## src/rtl/thread_fetch_sched.sv

```systemverilog
// thread_fetch_sched: barrel-style round-robin fetch PC scheduler with per-thread redirect and halt
module thread_fetch_sched #(
  parameter int ADDRESS_WIDTH = 32,
  parameter int NUM_THREADS = 4,
  parameter logic [ADDRESS_WIDTH-1:0] RESET_PC = 32'h0000_0000,
  parameter logic [ADDRESS_WIDTH-1:0] THREAD_STRIDE = 32'h0000_0100,
  localparam int TID_W = $clog2(NUM_THREADS)
) (
  input  logic                     clk,
  input  logic                     rst,
  output logic                     fetch_valid,
  input  logic                     fetch_ready,
  output logic [ADDRESS_WIDTH-1:0] fetch_pc,
  output logic [TID_W-1:0]         fetch_tid,
  input  logic                     redirect_valid,
  input  logic [TID_W-1:0]         redirect_tid,
  input  logic [ADDRESS_WIDTH-1:0] redirect_pc,
  input  logic                     halt_valid,
  input  logic [TID_W-1:0]         halt_tid,
  output logic [NUM_THREADS-1:0]   thread_active,
  output logic                     all_halted
);
  logic [ADDRESS_WIDTH-1:0] pc_q [NUM_THREADS];
  logic [ADDRESS_WIDTH-1:0] pc_d [NUM_THREADS];
  logic [NUM_THREADS-1:0]   active_q, active_d;
  logic [TID_W-1:0]         ptr_q, ptr_d, sel, idx;
  logic                     issue;
  always_comb begin
    sel = '0;
    idx = '0;
    for (int k = NUM_THREADS - 1; k >= 0; k--) begin
      idx = ptr_q + TID_W'(k);
      if (active_q[idx]) sel = idx;
    end
    fetch_valid = |active_q;
    fetch_tid = sel;
    fetch_pc = fetch_valid ? pc_q[sel] : '0;
    thread_active = active_q;
    all_halted = ~|active_q;
    issue = fetch_valid & fetch_ready;
    pc_d = pc_q;
    active_d = active_q;
    ptr_d = issue ? sel + TID_W'(1) : ptr_q;
    if (issue) pc_d[sel] = pc_q[sel] + ADDRESS_WIDTH'(4);
    if (redirect_valid) pc_d[redirect_tid] = redirect_pc;
    if (halt_valid) active_d[halt_tid] = 1'b0;
  end
  always_ff @(posedge clk) begin
    if (!rst) begin
      active_q <= '1;
      ptr_q <= '0;
      for (int i = 0; i < NUM_THREADS; i++) pc_q[i] <= RESET_PC + ADDRESS_WIDTH'(i) * THREAD_STRIDE;
    end else begin
      active_q <= active_d;
      ptr_q <= ptr_d;
      pc_q <= pc_d;
    end
  end
endmodule

```

## config.mk

```make
export PLATFORM = sky130hd
export DESIGN_NAME = thread_fetch_sched
export DESIGN_NICKNAME = d
export VERILOG_FILES = /design/src/rtl/thread_fetch_sched.sv
export SDC_FILE = /design/constraint.sdc
export NUM_CORES = 1
export LEC_CHECK = 0
export ABC_CLOCK_PERIOD_IN_PS = 4800
export CAP_MARGIN = 20
export CORE_MARGIN = 8
export CORE_UTILIZATION = 40
export DETAILED_ROUTE_END_ITERATION = 7
export SETUP_SLACK_MARGIN = 0.15
export SLEW_MARGIN = 20
export SYNTH_ARGS = -nofsm -noshare
export SYNTH_HDL_FRONTEND = slang
export SYNTH_SLANG_ARGS = --single-unit
```

## constraint.sdc

```tcl
create_clock -name clk -period 4.8 [get_ports clk]
set_clock_uncertainty 0.1 [all_clocks]
set_input_delay 0.72 -clock clk [delete_from_list [all_inputs] [get_ports clk]]
set_output_delay 0.72 -clock clk [all_outputs]
set_load 0.05 [all_outputs]
```

Word level (Yosys, flattened, before mapping). Cells that the tools add are included.

Add/sub/neg operators: 5. $lt $le $gt $ge: 10. Multiplexer cells: 26. Bitwise gates (word level): 5. Reduce and logical (&&, ||, !) cells: 5.

Operator list (number): 128-bit bitwise mux (2); 128-bit two-way mux (2); 32-bit two-way mux (5); 32-bit demux with 2-bit select (2); 32-bit binary-select mux with 2-bit select (1); 32-bit by 3-bit adder with 32-bit output, second input constant (1); 2-bit by 3-bit less-than comparator with 1-bit output, second input constant (5); 1-bit binary-select mux with 2-bit select (4); 2-bit two-way mux (4); 3-bit >= comparator, second input constant (2); 3-bit by 1-bit less-than comparator with 1-bit output, second input constant (2); 2-bit NOT with 3-bit output (2); 1-bit two-way mux (5); 2-bit by 1-bit adder with 2-bit output, second input constant (2); 2-bit adder, second input constant (2); 4-bit bitwise AND (1); 4-bit NOT (1); 4-bit OR reduction (1); 1-bit logical AND (3); 1-bit demux with 2-bit select (1); 2-bit by 1-bit >= comparator with 1-bit output, second input constant (1); 1-bit bitwise AND (1); 1-bit zero test (1).

Flip-flop bits (word level): 134. Output and inout port bits: 40.

Depth between registers and ports, before layout.
Word-level depth: 16. Mapped depth: 15. Gate-level depth less buffers: 13.

Least setup slack after synthesis. Ideal clock, no wire load.

Path kind: register to output. Start: register active_q[3] (netlist: thread_active[3]). End: output fetch_pc[30]. Data arrival time: 3.241 ns. Setup slack: 0.739 ns. Stages on the path, launching flop included: 10. Cells stage by stage: dfxtp_1 o22ai_1 a211oi_1 buf_2 buf_6 buf_2 buf_2 a211oi_1 or2_2 nor2_1.

Longest elaborated chain between the ends: 11. Elaborated cells between the ends (all ways): 18. Those cells by class: mux: 16; bitwise: 1; reduce/logical: 1.

RTL lines: start: declaration (line 25) `logic [NUM_THREADS-1:0] active_q, active_d;`; start signal: assignment (line 54) `active_q <= active_d;`; 1-bit binary-select mux with 2-bit select (line 33) `if (active_q[idx]) sel = idx;`; 1-bit two-way mux (implied by the code) (line 33); 2-bit two-way mux (3 in series) (line 33); 2-bit two-way mux (*) (line 33); net fetch_tid[0] (line 14) `output logic [TID_W-1:0] fetch_tid,`; 2-bit NOT with 3-bit output (implied by the code) (*) (line 37) `fetch_pc = fetch_valid ? pc_q[sel] : '0;`; 32-bit binary-select mux with 2-bit select (*) (line 37); 32-bit two-way mux (implied by the code) (*) (2 in series) (line 37); 32-bit two-way mux (*) (line 37); end: declaration (line 13) `output logic [ADDRESS_WIDTH-1:0] fetch_pc,`.

Mark *: on every way through the listed nets, which the timed path passes. The rest lies on a longest branch. The select of a mux whose other input is x is not followed.

Worst setup path in the final report.
Start: register active_q[3] (netlist: thread_active[3]). End: output fetch_pc[19].

Longest elaborated chain between the ends: 11. Elaborated cells between the ends (all ways): 18. Those cells by class: mux: 16; bitwise: 1; reduce/logical: 1.

RTL lines (line): 1-bit binary-select mux with 2-bit select (33); 1-bit two-way mux (implied by the code) (33); 2-bit two-way mux (4 in series) (33); 2-bit NOT with 3-bit output (implied by the code) (37); 32-bit binary-select mux with 2-bit select (37); 32-bit two-way mux (implied by the code) (2 in series) (37); 32-bit two-way mux (*) (37).

Every way passes the cells marked *; elsewhere a longest branch is shown, timed or not. The select of a mux whose other input is x is not followed.

==> impl_metrics.tcl <==
set metrics [dict create \
    die_h_um 162.1 \
    area_growth_syn_to_layout_pct 18.01 \
    power_mw 4.694 \
    min_from "ptr_q[0]" \
    slew_headroom 0.2844 \
    fin_crit_ns 4.311 \
    worstSetupPathType "flip-flop to output pin" \
    postSynthCellCount 1148 \
    initial_utilization 0.4062 \
    antenna_found_initial 0 \
    power_density_mw_per_mm2 465.8 \
    nNetsFinal 1236 \
    hp-class "flip-flop to flip-flop" \
    drtAntennaViolNets 0 \
    r2r_start "ptr_q[1]" \
    clkPwrFrac 0.274 \
    drt_iter0_drc 866 \
    p_int_mw 2.687 \
    switchingPower_mw 2.007 \
    rows 53 \
    clock-sinks 134 \
    clk-insertion-delay-late_ns 0.43 \
    cts_buffer_depth 2 \
    syn_area_per_cell_sq_um 7.439 \
    power_frac_comb 0.444 \
    wl_per_cell_um 21.32 \
    synth_cell_types 63 \
    grt_start_max_net_pins 53 \
    place_congestion 0.8573 \
    ioPinCount 81 \
    grt_setup_unrepaired "false" \
    synth_ff_type "dfxtp_1" \
    grt_pass1_wl_mm 49.38 \
    fin_area_sq_mm 0.01008 \
    setup_tns_ns 0 \
    viasPerCell 6.055 \
    cts_inserted_buffers 17 \
    grt_overflow 0 \
    antennaDiodeCount 0 \
    hold_viol_final 0 \
    period_share 0.8981 \
    dpl_cell_area_sq_mm 0.009520 \
    setup_ws_ns 0.4893 \
    synthArstFlopShare 0 \
    synthesis.area_sq_mm 0.008539 \
    via_count 8925 \
    grt_usage 0.2381 \
    synth_warnings 0 \
    cp.arrival_ns 3.49 \
    max_cap_violations 0 \
    fp.dieArea_sq_mm 0.02628 \
    ys_seq_elements 134 \
    routed_wl_mm 31.43 \
    power.share.switching 0.4276 \
    design.core.area_sq_mm 0.02102 \
    clkTransAtPathRegs_ns 0.06 \
    synth_edf_count 0 \
    post_cts_buffers 0 \
    cts_tree "yes" \
    setup_viol 0 \
    slew_violations 0 \
    p_leak_nw 3.821 \
    seqPwrFrac 0.282 \
    hold_buffers 0 \
    layout-drive-gt1-share 0.1209 \
    status "finished, final reports clean" \
    ir_drop_v 0.0002096 \
    ctsResizeCount 0 \
    seq_area_frac_synth 0.3141 \
    startpoint_type "flip-flop" \
    synth.net_count 1194 \
    grt_pass1_vias 8476 \
    dr.pass1.iters 5 \
    crit_required_ns 3.98 \
    pre_cts_ws_ns 0.6194 \
    dp_hpwl_mm 19.83 \
    portBuffers 80 \
    crit_fanout 36 \
    die_w_um 162.1 \
    end_kind "output pin" \
    fmax_mhz 232.0 \
    tightestPinTransition_ns 1.073 \
    drcViolationCount 0 \
    setup.worst_path.start "thread_active[3]" \
    cts-root-buf "clkbuf_16" \
    htreeDepth 4 \
]
-- power by group through the flow --
stage	clock network, mW	logic, mW	registers [mW]
after floorplan	0	1.46	1.33
after global placement	0	2.05	1.34
after detailed placement	0	2.06	1.34
after CTS	1.29	2.07	1.32
after global routing	1.35	2.25	1.34
final	1.29	2.08	1.32
-- metrics by stage --
| stage | hold WS (ns) | std cells | utilization |
|---|---|---|---|
| 3_3_place_gp | 0.3729 | 1446 | 0.4529 |
| 4_1_cts | 0.3911 | 1474 | 0.4792 |
| 3_5_place_dp | 0.3829 | 1446 | 0.4529 |
| 2_1_floorplan | 0.3532 | 1148 | - |
| 5_1_grt | 0.4238 | 1474 | 0.4794 |
| 6_report | 0.3896 | 1474 | 0.4794 |
-- flip-flops by register name, summed over array words and instances, names as in the netlist --
register	count
ptr_q	2
pc_q	128
thread_active	4
-- cell type report --
class | count | area [sq um]
timing repair buffer | 116 | 1021
clock buffer | 23 | 478.0
tap | 275 | 344.1
clock inverter | 5 | 75.07
fill | 2087 | 10940
inverter | 12 | 50.05
sequential | 134 | 2683
multi-input combinational | 909 | 5426
-- per-layer routing --
metal	up-vias	track usage	wire, um
met1	4270	0.3111	13980
met5	-	0	0
met2	354	0.3895	14770
met4	0	0.08123	545
li1	4259	-	-
met3	42	0.04024	2131
-- worst max-delay path, stage by stage, from the launching register on --
cell and delay [ns]:
dfxtp_1 0.48, o22ai_1 0.18, a211oi_4 0.40, buf_4 0.54
mux2_2 0.48, nor2_1 0.14, clkdlybuf4s50_1 0.84
-- cell usage in the layout (no fill, tap or decap), types with 5 or more instances in the layout --
cell             netlist  routed
a211oi_1              48      47
o211ai_1              10      10
and3_1                52      48
nor3_1                38      38
inv_1                 10      10
ha_1                   5       5
nor4_2                 5       5
buf_4                  3      62
nor2_1               124     124
clkdlybuf4s50_1        0      51
nor4_1                 6       6
nand4_1                5       5
or2_2                 19      19
nand2_1              184     184
a31oi_1                7       7
o2bb2ai_1             12      12
dfxtp_1              134     134
o21ai_0              107     107
and4_1                 6       6
a21oi_1               34      34
mux2i_1               58      58
nor4_4                 7       7
o22ai_1               65      65
clkbuf_16              0      17
o21a_1                 6       6
a211o_1                9       9
nand3_1               45      45
-- kinds of logic (layout without fill, tap and decap cells) --
kind of cell	after synthesis	count (layout)	share of synthesized area
and+or+nand+nor	512	512	0.3021
AOI/OAI and AO/OA	323	323	0.2425
DFF	134	134	0.3141
buffers and inverters	105	156	0.05348
muxes	62	62	0.07326
xor gates and xnor gates	7	7	0.007180
adders and majority gates	5	5	0.007326
-- cells in the mapped netlist (2+ instances only) --
cell,n,area (sq um)
nand4_4,2,42.54
mux2_2,4,45.04
xor2_1,3,26.28
nor2_1,124,465.5
and2b_1,2,15.01
nor4_4,7,148.9
o21a_1,6,45.04
o21ai_0,107,535.5
or2_2,19,118.9
a21oi_1,34,170.2
inv_1,10,37.54
and3_1,52,325.3
mux2i_1,58,580.6
buf_6,4,45.04
and4_1,6,52.55
a211o_1,9,78.83
a21o_1,3,22.52
clkbuf_1,72,270.3
nand4_1,5,31.28
o311a_1,3,30.03
xnor2_1,4,35.03
o22ai_1,65,406.6
o2bb2ai_1,12,105.1
dfxtp_1,134,2683
nor4_2,5,62.56
a31oi_1,7,43.79
a2111oi_0,4,35.03
nand2b_1,2,12.51
nor3_2,2,20.02
nor3b_1,2,15.01
a311oi_1,4,35.03
nor3_1,38,190.2
buf_2,12,60.06
nand2_1,184,690.7
a211oi_1,48,360.4
nor4_1,6,37.54
o211ai_1,10,75.07
buf_4,3,22.52
nand3_1,45,225.2
ha_1,5,62.56
o32ai_1,4,35.03
-- worst paths after layout --
check,endpoint,slack [ns],cells after the start
max,fetch_pc[19],0.49,6
min,ptr_q[0],0.39,2
max reg2reg,pc_q[62],0.55,14
min reg2reg,ptr_q[0],0.39,2
No activity file was read; power rests on OpenSTA's default activity.
